==> config.mk <==
export PLATFORM = sky130hd
export DESIGN_NAME = hdmi_link_decoder
export DESIGN_NICKNAME = d
export VERILOG_FILES = /design/src/rtl/hdmi_link_decoder_pkg.sv /design/src/rtl/hdmi_symbol_classifier.sv /design/src/rtl/hdmi_link_decoder.sv
export SDC_FILE = /design/constraint.sdc
export NUM_CORES = 1
export LEC_CHECK = 0
export ABC_CLOCK_PERIOD_IN_PS = 2300
export BUFFER_PORTS_ARGS = -buffer_cell sky130_fd_sc_hd__buf_4
export CORE_ASPECT_RATIO = 0.6
export CORE_MARGIN = 2
export CORE_UTILIZATION = 30
export DETAILED_ROUTE_END_ITERATION = 12
export PLACE_DENSITY = 0.48
export SLEW_MARGIN = 20
export SYNTH_ARGS = -nofsm -noshare
export SYNTH_HDL_FRONTEND = slang
export SYNTH_SLANG_ARGS = --single-unit
==> constraint.sdc <==
create_clock -name clk -period 2.3 [get_ports clk]
set_clock_uncertainty 0.15 [all_clocks]
set_input_delay 0.46 -clock clk [delete_from_list [all_inputs] [get_ports clk]]
set_output_delay 0.46 -clock clk [all_outputs]
set_load 0.02 [all_outputs]
==> src/rtl/hdmi_link_decoder_pkg.sv <==
// Shared HDMI link definitions: link-period states, control/guard symbols and
// the TMDS/TERC4 symbol coders used by the transmitter and the receive decoder.
package hdmi_link_decoder_pkg;

    typedef enum logic [2:0] {
        CONTROL        = 3'd0,
        VIDEO_PREAMBLE = 3'd1,
        VIDEO_GUARD    = 3'd2,
        VIDEO_ISLAND   = 3'd3,
        AUXIL_PREAMBLE = 3'd4,
        AUXIL_GUARD    = 3'd5,
        AUXIL_ISLAND   = 3'd6
    } STATE_t;

    localparam logic [9:0] CTRL_TOKEN_00 = 10'b1101010100;
    localparam logic [9:0] CTRL_TOKEN_01 = 10'b0010101011;
    localparam logic [9:0] CTRL_TOKEN_10 = 10'b0101010100;
    localparam logic [9:0] CTRL_TOKEN_11 = 10'b1010101011;

    localparam logic [9:0] VIDEO_GUARD_CH02  = 10'b1011001100;
    localparam logic [9:0] VIDEO_GUARD_CH1   = 10'b0100110011;
    localparam logic [9:0] ISLAND_GUARD_CH12 = 10'b0100110011;

    localparam logic [3:0] CTL_VIDEO_PREAMBLE = 4'b0001;
    localparam logic [3:0] CTL_AUXIL_PREAMBLE = 4'b0101;

    function automatic logic [9:0] TERC4Encoder(input logic [3:0] d);
        case (d)
            4'h0: return 10'b1010011100;
            4'h1: return 10'b1001100011;
            4'h2: return 10'b1011100100;
            4'h3: return 10'b1011100010;
            4'h4: return 10'b0101110001;
            4'h5: return 10'b0100011110;
            4'h6: return 10'b0110001110;
            4'h7: return 10'b0100111100;
            4'h8: return 10'b1011001100;
            4'h9: return 10'b0100111001;
            4'hA: return 10'b0110011100;
            4'hB: return 10'b1011000110;
            4'hC: return 10'b1010001110;
            4'hD: return 10'b1001110001;
            4'hE: return 10'b0101100011;
            default: return 10'b1011000011;
        endcase
    endfunction

    // Returns {member, nibble}; searching the encoder keeps the two tables in lockstep.
    function automatic logic [4:0] TERC4Decoder(input logic [9:0] q);
        logic [4:0] r;
        r = 5'b0;
        for (int i = 0; i < 16; i++) begin
            if (TERC4Encoder(4'(i)) == q) r = {1'b1, 4'(i)};
        end
        return r;
    endfunction

    function automatic logic [7:0] TMDSDecoder(input logic [9:0] q);
        logic [7:0] b;
        logic [7:0] d;
        b = q[9] ? ~q[7:0] : q[7:0];
        d[0] = b[0];
        for (int i = 1; i < 8; i++) begin
            d[i] = q[8] ? (b[i] ^ b[i-1]) : ~(b[i] ^ b[i-1]);
        end
        return d;
    endfunction

endpackage

==> src/rtl/hdmi_symbol_classifier.sv <==
// Per-channel combinational symbol classifier: flags control tokens, guard
// bands and TERC4 membership, and offers every candidate decoding of the symbol.
module hdmi_symbol_classifier
    import hdmi_link_decoder_pkg::*;
#(
    parameter int CHANNEL = 0
) (
    input  logic [9:0] symbol,
    output logic       is_control,
    output logic [1:0] ctl_code,
    output logic       is_video_guard,
    output logic       is_island_guard,
    output logic       is_terc4,
    output logic [3:0] terc4_data,
    output logic [7:0] tmds_data
);
    logic [4:0] terc4_dec;

    always_comb begin
        is_control = 1'b1;
        ctl_code   = 2'b00;
        case (symbol)
            CTRL_TOKEN_00: ctl_code = 2'b00;
            CTRL_TOKEN_01: ctl_code = 2'b01;
            CTRL_TOKEN_10: ctl_code = 2'b10;
            CTRL_TOKEN_11: ctl_code = 2'b11;
            default:       is_control = 1'b0;
        endcase
    end

    assign terc4_dec  = TERC4Decoder(symbol);
    assign is_terc4   = terc4_dec[4];
    assign terc4_data = terc4_dec[3:0];
    assign tmds_data  = TMDSDecoder(symbol);

    generate
        if (CHANNEL == 1) begin : g_vguard_ch1
            assign is_video_guard = (symbol == VIDEO_GUARD_CH1);
        end else begin : g_vguard_ch02
            assign is_video_guard = (symbol == VIDEO_GUARD_CH02);
        end
        // Channel 0 island guards still carry HSYNC/VSYNC, so any TERC4 4'b11xx qualifies.
        if (CHANNEL == 0) begin : g_iguard_ch0
            assign is_island_guard = is_terc4 && (terc4_data[3:2] == 2'b11);
        end else begin : g_iguard_ch12
            assign is_island_guard = (symbol == ISLAND_GUARD_CH12);
        end
    endgenerate

endmodule

==> src/rtl/hdmi_link_decoder.sv <==
// Receive-side HDMI link decoder: tracks the link period and decodes each TMDS
// channel as control, video or TERC4 data. HDMI_DECODER_ERROR_COUNT_EN adds errorCount.
module hdmi_link_decoder
    import hdmi_link_decoder_pkg::*;
#(
    parameter int PREAMBLE_LEN = 8,
    parameter int GUARD_LEN    = 2,
    parameter int PACKET_LEN   = 32,
    parameter int MAX_PACKETS  = 18
) (
    input  logic        clk,
    input  logic        rst,
    input  logic        symbolValid,
    input  logic [9:0]  symbol0,
    input  logic [9:0]  symbol1,
    input  logic [9:0]  symbol2,
    output STATE_t      state,
    output logic        hsync,
    output logic        vsync,
    output logic [3:0]  ctl,
    output logic [23:0] videoData,
    output logic        videoValid,
    output logic [11:0] auxData,
    output logic        auxValid,
    output logic        packetStart,
    output logic        protocolError
`ifdef HDMI_DECODER_ERROR_COUNT_EN
    ,
    output logic [15:0] errorCount
`endif
);
    localparam int PRE_W = $clog2(PREAMBLE_LEN + 1);
    localparam int GRD_W = $clog2(GUARD_LEN + 1);
    localparam int ISL_W = $clog2(MAX_PACKETS * PACKET_LEN + 1);
    localparam logic [PRE_W-1:0] PRE_LAST = PRE_W'(PREAMBLE_LEN);
    localparam logic [GRD_W-1:0] GRD_LAST = GRD_W'(GUARD_LEN);
    localparam logic [ISL_W-1:0] PKT_C    = ISL_W'(PACKET_LEN);
    localparam logic [ISL_W-1:0] ISL_MAX  = ISL_W'(MAX_PACKETS * PACKET_LEN);

    logic [9:0] sym [3];
    logic       is_control [3];
    logic [1:0] ctl_code [3];
    logic       is_video_guard [3];
    logic       is_island_guard [3];
    logic       is_terc4 [3];
    logic [3:0] terc4_data [3];
    logic [7:0] tmds_data [3];

    assign sym[0] = symbol0;
    assign sym[1] = symbol1;
    assign sym[2] = symbol2;

    generate
        for (genvar gi = 0; gi < 3; gi++) begin : g_chan
            hdmi_symbol_classifier #(.CHANNEL(gi)) u_classifier (
                .symbol          (sym[gi]),
                .is_control      (is_control[gi]),
                .ctl_code        (ctl_code[gi]),
                .is_video_guard  (is_video_guard[gi]),
                .is_island_guard (is_island_guard[gi]),
                .is_terc4        (is_terc4[gi]),
                .terc4_data      (terc4_data[gi]),
                .tmds_data       (tmds_data[gi])
            );
        end
    endgenerate

    logic [PRE_W-1:0] pre_cnt_reg;
    logic [3:0]       pre_pattern_reg;
    logic [GRD_W-1:0] guard_cnt_reg;
    logic [ISL_W-1:0] island_cnt_reg;
    logic             trailing_reg;

    logic             all_ctl, any_ctl, all_vguard, all_iguard, trail_guard, terc4_ok;
    logic             is_preamble, island_bad, video_pre_done;
    logic [3:0]       ctl_val;
    logic [PRE_W-1:0] pre_cnt_next;
    logic [GRD_W-1:0] guard_cnt_next;

    assign all_ctl     = is_control[0] & is_control[1] & is_control[2];
    assign any_ctl     = is_control[0] | is_control[1] | is_control[2];
    assign all_vguard  = is_video_guard[0] & is_video_guard[1] & is_video_guard[2];
    assign all_iguard  = is_island_guard[0] & is_island_guard[1] & is_island_guard[2];
    assign trail_guard = is_island_guard[1] & is_island_guard[2];
    assign terc4_ok    = is_terc4[0] & is_terc4[1] & is_terc4[2];
    assign ctl_val     = {ctl_code[2], ctl_code[1]};
    assign is_preamble = all_ctl && (ctl_val == CTL_VIDEO_PREAMBLE || ctl_val == CTL_AUXIL_PREAMBLE);
    // A pattern change restarts the run at one: the changed symbol is itself the first of the new run.
    assign pre_cnt_next   = (pre_cnt_reg != '0 && ctl_val == pre_pattern_reg) ? pre_cnt_reg + 1'b1
                                                                              : PRE_W'(1);
    assign guard_cnt_next = guard_cnt_reg + 1'b1;
    assign island_bad     = (island_cnt_reg == '0) || ((island_cnt_reg % PKT_C) != '0);
    assign video_pre_done = symbolValid && state == CONTROL && is_preamble
                            && ctl_val == CTL_VIDEO_PREAMBLE && pre_cnt_next == PRE_LAST;

    always_ff @(posedge clk or posedge rst) begin
        if (rst) begin
            state           <= CONTROL;
            hsync           <= 1'b0;
            vsync           <= 1'b0;
            ctl             <= '0;
            videoData       <= '0;
            videoValid      <= 1'b0;
            auxData         <= '0;
            auxValid        <= 1'b0;
            packetStart     <= 1'b0;
            protocolError   <= 1'b0;
            pre_cnt_reg     <= '0;
            pre_pattern_reg <= '0;
            guard_cnt_reg   <= '0;
            island_cnt_reg  <= '0;
            trailing_reg    <= 1'b0;
        end else begin
            videoValid    <= 1'b0;
            auxValid      <= 1'b0;
            packetStart   <= 1'b0;
            protocolError <= 1'b0;
            if (symbolValid) begin
                case (state)
                    CONTROL: begin
                        if (!all_ctl) begin
                            protocolError <= 1'b1;
                            pre_cnt_reg   <= '0;
                        end else begin
                            {vsync, hsync} <= ctl_code[0];
                            ctl            <= ctl_val;
                            if (is_preamble) begin
                                pre_pattern_reg <= ctl_val;
                                if (pre_cnt_next == PRE_LAST) begin
                                    state       <= (ctl_val == CTL_VIDEO_PREAMBLE) ? VIDEO_PREAMBLE
                                                                                   : AUXIL_PREAMBLE;
                                    pre_cnt_reg <= '0;
                                end else begin
                                    pre_cnt_reg <= pre_cnt_next;
                                end
                            end else begin
                                pre_cnt_reg <= '0;
                            end
                        end
                    end
                    VIDEO_PREAMBLE, AUXIL_PREAMBLE: begin
                        if (all_ctl && ctl_val == pre_pattern_reg) begin
                            {vsync, hsync} <= ctl_code[0];
                            ctl            <= ctl_val;
                        end else if (state == VIDEO_PREAMBLE && all_vguard) begin
                            state         <= VIDEO_GUARD;
                            guard_cnt_reg <= GRD_W'(1);
                        end else if (state == AUXIL_PREAMBLE && all_iguard) begin
                            state          <= AUXIL_GUARD;
                            guard_cnt_reg  <= GRD_W'(1);
                            trailing_reg   <= 1'b0;
                            {vsync, hsync} <= terc4_data[0][1:0];
                        end else begin
                            protocolError <= 1'b1;
                            state         <= CONTROL;
                        end
                    end
                    VIDEO_GUARD: begin
                        if (all_vguard) begin
                            if (guard_cnt_next == GRD_LAST) begin
                                state         <= VIDEO_ISLAND;
                                guard_cnt_reg <= '0;
                            end else begin
                                guard_cnt_reg <= guard_cnt_next;
                            end
                        end else begin
                            protocolError <= 1'b1;
                            state         <= CONTROL;
                            guard_cnt_reg <= '0;
                        end
                    end
                    VIDEO_ISLAND: begin
                        if (any_ctl) begin
                            state          <= CONTROL;
                            {vsync, hsync} <= ctl_code[0];
                            ctl            <= ctl_val;
                        end else begin
                            videoValid <= 1'b1;
                            videoData  <= {tmds_data[2], tmds_data[1], tmds_data[0]};
                        end
                    end
                    AUXIL_GUARD: begin
                        if (all_iguard) begin
                            {vsync, hsync} <= terc4_data[0][1:0];
                            if (guard_cnt_next == GRD_LAST) begin
                                state          <= trailing_reg ? CONTROL : AUXIL_ISLAND;
                                guard_cnt_reg  <= '0;
                                island_cnt_reg <= '0;
                            end else begin
                                guard_cnt_reg <= guard_cnt_next;
                            end
                        end else begin
                            protocolError <= 1'b1;
                            state         <= CONTROL;
                            guard_cnt_reg <= '0;
                        end
                    end
                    AUXIL_ISLAND: begin
                        {vsync, hsync} <= terc4_data[0][1:0];
                        if (trail_guard) begin
                            state         <= AUXIL_GUARD;
                            trailing_reg  <= 1'b1;
                            guard_cnt_reg <= GRD_W'(1);
                            protocolError <= island_bad;
                        end else if (island_cnt_reg == ISL_MAX) begin
                            protocolError <= 1'b1;
                            state         <= CONTROL;
                        end else begin
                            auxValid       <= 1'b1;
                            auxData        <= {terc4_data[2], terc4_data[1], terc4_data[0]};
                            packetStart    <= ((island_cnt_reg % PKT_C) == '0);
                            island_cnt_reg <= island_cnt_reg + 1'b1;
                            protocolError  <= !terc4_ok;
                        end
                    end
                    default: state <= CONTROL;
                endcase
            end
        end
    end

`ifdef HDMI_DECODER_ERROR_COUNT_EN
    // protocolError is already registered, so count the pulse the cycle after it appears.
    always_ff @(posedge clk or posedge rst) begin
        if (rst) begin
            errorCount <= '0;
        end else if (video_pre_done) begin
            errorCount <= '0;
        end else if (protocolError && errorCount != 16'hFFFF) begin
            errorCount <= errorCount + 16'd1;
        end
    end
`else
    logic unused_pre_done;
    assign unused_pre_done = video_pre_done;
`endif

endmodule

# Word level (Yosys, flattened, before mapping)
# Index checks and enable logic that the tools add are counted.
# word_totals
register_bits,70
# op_classes
n_reduce_logical,33
n_mux,155
eq_ne,96
n_addsub,3
bitwise,59
# op_table
cell,n
$eq 10x10->1 const A,27
$mux 5,48
$eq 9x10->1 const A,21
$eq 10x10->1 const B,9
$mux 1,60
$eq 10x9->1 const B,5
$mux 3,15
$mux 10,4
$eq 10x8->1 const B,3
$mux 4,7
$mux 8,3
$ne 2x2->1 const B,12
$not 1->1,24
$not 8->8,3
$xor 1x1->1,21
$logic_not 10->1,2
$pmux 10 s2,1
$ne 3x3->1 const B,6
$pmux 2 s3,3
$pmux 3 s6,1
$pmux 1 s5,3
$mux 2,7
$pmux 4 s3,1
$reduce_and 6->1,2
other kinds (33),58

# Longest topological paths before layout
# depth
depth_word,27
ltp_mapped,11

# Cells and area by module
# A second synthesis with hierarchy kept.
# hier_totals
cells_unflattened,644
area_unflattened_um2,5504.0
# by_module_without_submodules
module,n_inst,area_per_inst_um2,cells_each
hdmi_link_decoder,1,3552.2,371
hdmi_symbol_classifier (g_chan[2].u_classifier),1,734.5,100
hdmi_symbol_classifier (g_chan[1].u_classifier),1,623.1,89
hdmi_symbol_classifier (g_chan[0].u_classifier),1,594.3,84

# Worst setup path after synthesis
# Ideal clock, no wire load.
# synth_timing
path_kind,input-to-reg
start,in symbol0[2]
end,reg state[0]
required_ns,2.025
n_path_buf,0
stages,10
setup_ns,0.125
arrival_time_ns,2.598
slack_ns,-0.573
path_cell_list,inv_1 > ha_1 > nand2b_4 > or4b_2 > o2111ai_1 > nor4b_1 > a2bb2oi_1 > nor3_1 > o311ai_1 > mux2_2
# synth_between
elab_chain_len,25
word_cells_on_any_way,66
cone_classes,28 x eq/ne; 23 x mux; 8 x bitwise; 7 x reduce/logical
# synth_lines
item,line,text
from (decl),hdmi_link_decoder.sv:14,"input logic [9:0] symbol0,"
$eq 10x10->1,hdmi_link_decoder_pkg.sv:53,"if (TERC4Encoder(4'(i)) == q) r = {1'b1, 4'(i)};"
$mux 5 (15 in series),hdmi_link_decoder_pkg.sv:53,
$eq 2x2->1 / $mux 5 (equally long branches),"hdmi_symbol_classifier.sv:44, hdmi_link_decoder_pkg.sv:53",
$logic_and 1x1->1,hdmi_symbol_classifier.sv:44,assign is_island_guard = is_terc4 && (terc4_data[3:2] == 2'b11);
$and 1x1->1 (2 in series),hdmi_link_decoder.sv:83,assign all_iguard = is_island_guard[0] & is_island_guard[1] & is_island_guard[2];
$logic_and 1x1->1,hdmi_link_decoder.sv:148,end else if (state == AUXIL_PREAMBLE && all_iguard) begin
$mux 3,hdmi_link_decoder.sv:148,
$mux 3,hdmi_link_decoder.sv:145,end else if (state == VIDEO_PREAMBLE && all_vguard) begin
$mux 3,hdmi_link_decoder.sv:142,if (all_ctl && ctl_val == pre_pattern_reg) begin
$pmux 3 s6,hdmi_link_decoder.sv:119,case (state)
to (signal assigned),hdmi_link_decoder.sv:130,state <= (ctl_val == CTL_VIDEO_PREAMBLE) ? VIDEO_PREAMBLE
to (signal assigned),hdmi_link_decoder.sv:186,state <= trailing_reg ? CONTROL : AUXIL_ISLAND;
to (decl),hdmi_link_decoder.sv:17,"output STATE_t state,"
# Parallel ways exist; a longest one is shown, timed or not. The select of a mux whose other input is x is not followed.
# A chain may end at the register's enable or synchronous reset.

# Worst setup path in the final report
# layout_timing
start,in symbol1[6]
end,reg vsync
# layout_between
elab_chain_len,8
word_cells_on_any_way,28
cone_classes,11 x eq/ne; 4 x mux; 8 x bitwise; 5 x reduce/logical
# layout_lines
item,line,text
from (decl),hdmi_link_decoder.sv:15,"input logic [9:0] symbol1,"
$eq 10x10->1 (tied with other cells),hdmi_symbol_classifier.sv:22,case (symbol)
$reduce_or 4->1 (no source line),n/a,
$mux 1,hdmi_symbol_classifier.sv:22,
$and 1x1->1 (2 in series),hdmi_link_decoder.sv:80,assign all_ctl = is_control[0] & is_control[1] & is_control[2];
$logic_and 1x1->1,hdmi_link_decoder.sv:142,
$ne 3x3->1 (no source line) / $mux 1 (equally long branches),n/a,
$reduce_and 7->1 (no source line) / $pmux 1 s5 (equally long branches),n/a,
to (signal assigned),hdmi_link_decoder.sv:143,"{vsync, hsync} <= ctl_code[0];"
to (signal assigned),hdmi_link_decoder.sv:152,"{vsync, hsync} <= terc4_data[0][1:0];"
to (signal assigned),hdmi_link_decoder.sv:175,"{vsync, hsync} <= ctl_code[0];"
to (decl),hdmi_link_decoder.sv:19,"output logic vsync,"
# Parallel ways exist; a longest one is shown, timed or not.

==> run metrics <==
status=finished, violations left; failing checks=negative setup slack; syn_nets=689; unrepaired setup endpoints after global routing=true; asr flop ratio synth=100%; Synth Flop Type=dfrtp_1; number of synthesis warnings=0; power density over cell area=340 nW/um^2; # diodes=0; Setup Slack @ Placement=-0.882 ns; GR Util All Layers=21.6%; CP Launch Type=input pin; initial DRC count=470; Worst EP required=2.38 ns; Synth top area share=32.4%; Slew Limit Fails=0; drt total wl=20.5 mm; synthesized cell area=5410 um^2; library cells used by synthesis=80; fmax=385 MHz; Clk pin slew, worst setup/hold paths=0.06 ns; Core ar.=17400 um^2; Via Count=6022; TritonCTS clock tree=built; top cells by count, synth=70 x dfrtp_1, 54 x nor2_1, 52 x nand2_1, 45 x o21ai_0, 34 x a21oi_1; first-pass GRT wire length=32.2 mm; peak supply drop=0.324 mV; Core Rows=37; Ports=82; Syn Inst Count=628; Slew HR=64.8%; #FFs+latches synth=70; setup tns final=-6.86 ns; initial core utilization=31.1%; IO Port Bufs=81; non-filler instance count after layout=1163; Die Span Y=108 um; Worst R2R Start=island_cnt_reg[5]; Post-synth EDFFs=0; # placed instances=1118; DRT antenna net count=0; DR WL/cell=17.6 um; Worst EP arrival=2.68 ns; post-detail-place hpwl=15.1 mm; final period utilization=113%; Hold WC Path Type=input pin to asynchronous set/reset pin; CTS Buf Count=9; Final Worst Setup Slack=-0.297 ns; Worst Setup End Kind=flip-flop; initial antenna violation count=0; Worst-Margin Slew=0.524 ns; fraction of layout cells with a size suffix above 1=53.6%; die span in x=177 um; clk_lat worst skew=0.35 ns; drt drc=0; fin crit period=2.60 ns; largest net degree at the start of global routing=71; crit-path max FO=3; max-cap violations=0; routability cong.=0.885; cts hold-fix bufs=0; # setup viols final=40; count leader, synth=dfrtp_1; grt total ovfl=0; max reg flops=24; r2r worst-path depth=10; critical path type=input pin to flip-flop; final hold violation count=0; Tot Pwr=0.00319 W; Net count, final=985; CTS Sinks=70; Critical path origin=symbol1[6]; vias in the first global route=5893; DRT Pass-1 Iters=5; CTS root buffer=clkbuf_16; Area Overhead vs Synth=73.1%; largest cells by area after synthesis=dfrtp_1 32%, ha_1 6.5%, xnor2_1 4.9%; synthesized area per cell=8.62 um^2; die footprint=19200 um^2; CTS HTree Levels=3; Synth area leader=dfrtp_1; Vias per Instance=5.18; clk buf depth=2; post-synthesis sequential area ratio=32.4%; leakage=4.23 nW; Area after DPL=7930 um^2; Layout Cell Area excl Fill=9370 um^2
==> worst paths after layout <==
kind	slack, ns	end
worst max-delay path	-0.30	vsync
worst min-delay path	0.07	videoData[13]
worst max register to register	-0.21	auxData[10]
worst min register to register	0.36	auxData[10]
max in group asynchronous	1.59	protocolError
min in group clk	0.31	videoData[10]
==> cells by family (layout without fill, tap and decap cells) <==
family,after synthesis,count (layout),synth area share (%)
AOI/OAI and AO/OA,151,151,18.1
buffers and inverters,65,366,5.15
adders and majority gates,28,28,6.47
DFF,70,70,32.4
xor gates and xnor gates,36,36,5.83
muxes,24,24,4.95
and+or+nand+nor,254,254,27.1
==> layer usage <==
metal	vias up	GRT usage, %	routed length [um]
li1	2898	-	-
met1	2926	33.2	10500
met2	184	30.7	8430
met3	14	4.32	1290
met4	0	4.51	219
met5	-	0	0
==> placed cells by master (no fill, tap or decap), types with 7 or more instances in the layout <==
cell / instances
nor2b_1: 14
o21ai_1: 11
buf_12: 9
nand4_1: 7
nand2b_1: 7
o21ai_2: 14
nor3_1: 10
ha_1: 15
clkbuf_16: 10
a21oi_1: 29
nand3_1: 17
nor2_1: 42
xnor2_1: 30
buf_4: 279
nand4b_1: 7
inv_1: 20
nand2_1: 35
nand2_2: 12
ha_4: 12
o21ai_0: 21
nor3_2: 7
mux2_2: 13
buf_8: 8
buf_6: 19
nor2_2: 10
dfrtp_1: 70
==> what timing repair did <==
item / 4_1_cts / 5_1_grt
setup endpoints to repair: 64 / 62
gates resized for setup: 133 / 91
setup buffers: 18 / 9
gates cloned: 2 / 1
pin swaps: 41 / 36
==> worst max-delay path, cell delays in order <==
cell       delay (ns)
buf_8            0.10
nand4bb_4        0.23
or3_4            0.43
and3b_4          0.20
o211ai_4         0.27
nor2_4           0.07
buf_6            0.12
a221o_1          0.35
mux2i_1          0.15
mux2_4           0.28
==> report_power, final <==
part / switching [W] / internal, W / total, W
Sequential: 0.00000442 / 0.00124 / 0.00124
Clock: 0.000602 / 0.000732 / 0.00133
Combinational: 0.000297 / 0.000315 / 0.000612
==> area by class of cell <==
| cell class | instances | area, um^2 |
|---|---|---|
| Fill cell | 1616 | 8040 |
| Multi-Input combinational cell | 493 | 4220 |
| Timing Repair Buffer | 316 | 2630 |
| Sequential cell | 70 | 1750 |
| Tap cell | 234 | 293 |
| Clock buffer | 9 | 225 |
| Inverter | 33 | 185 |
| Clock inverter | 7 | 50.0 |
| Timing Repair inverter | 1 | 7.51 |
==> stage by stage <==
stage          hold slack, ns  utilization [%]
2_1_floorplan           0.299                -
3_3_place_gp            0.318             45.6
3_5_place_dp            0.329             45.6
4_1_cts                0.0935             51.2
5_1_grt                 0.108             53.8
6_report               0.0693             53.8
Power figures use the tool's default switching activity.
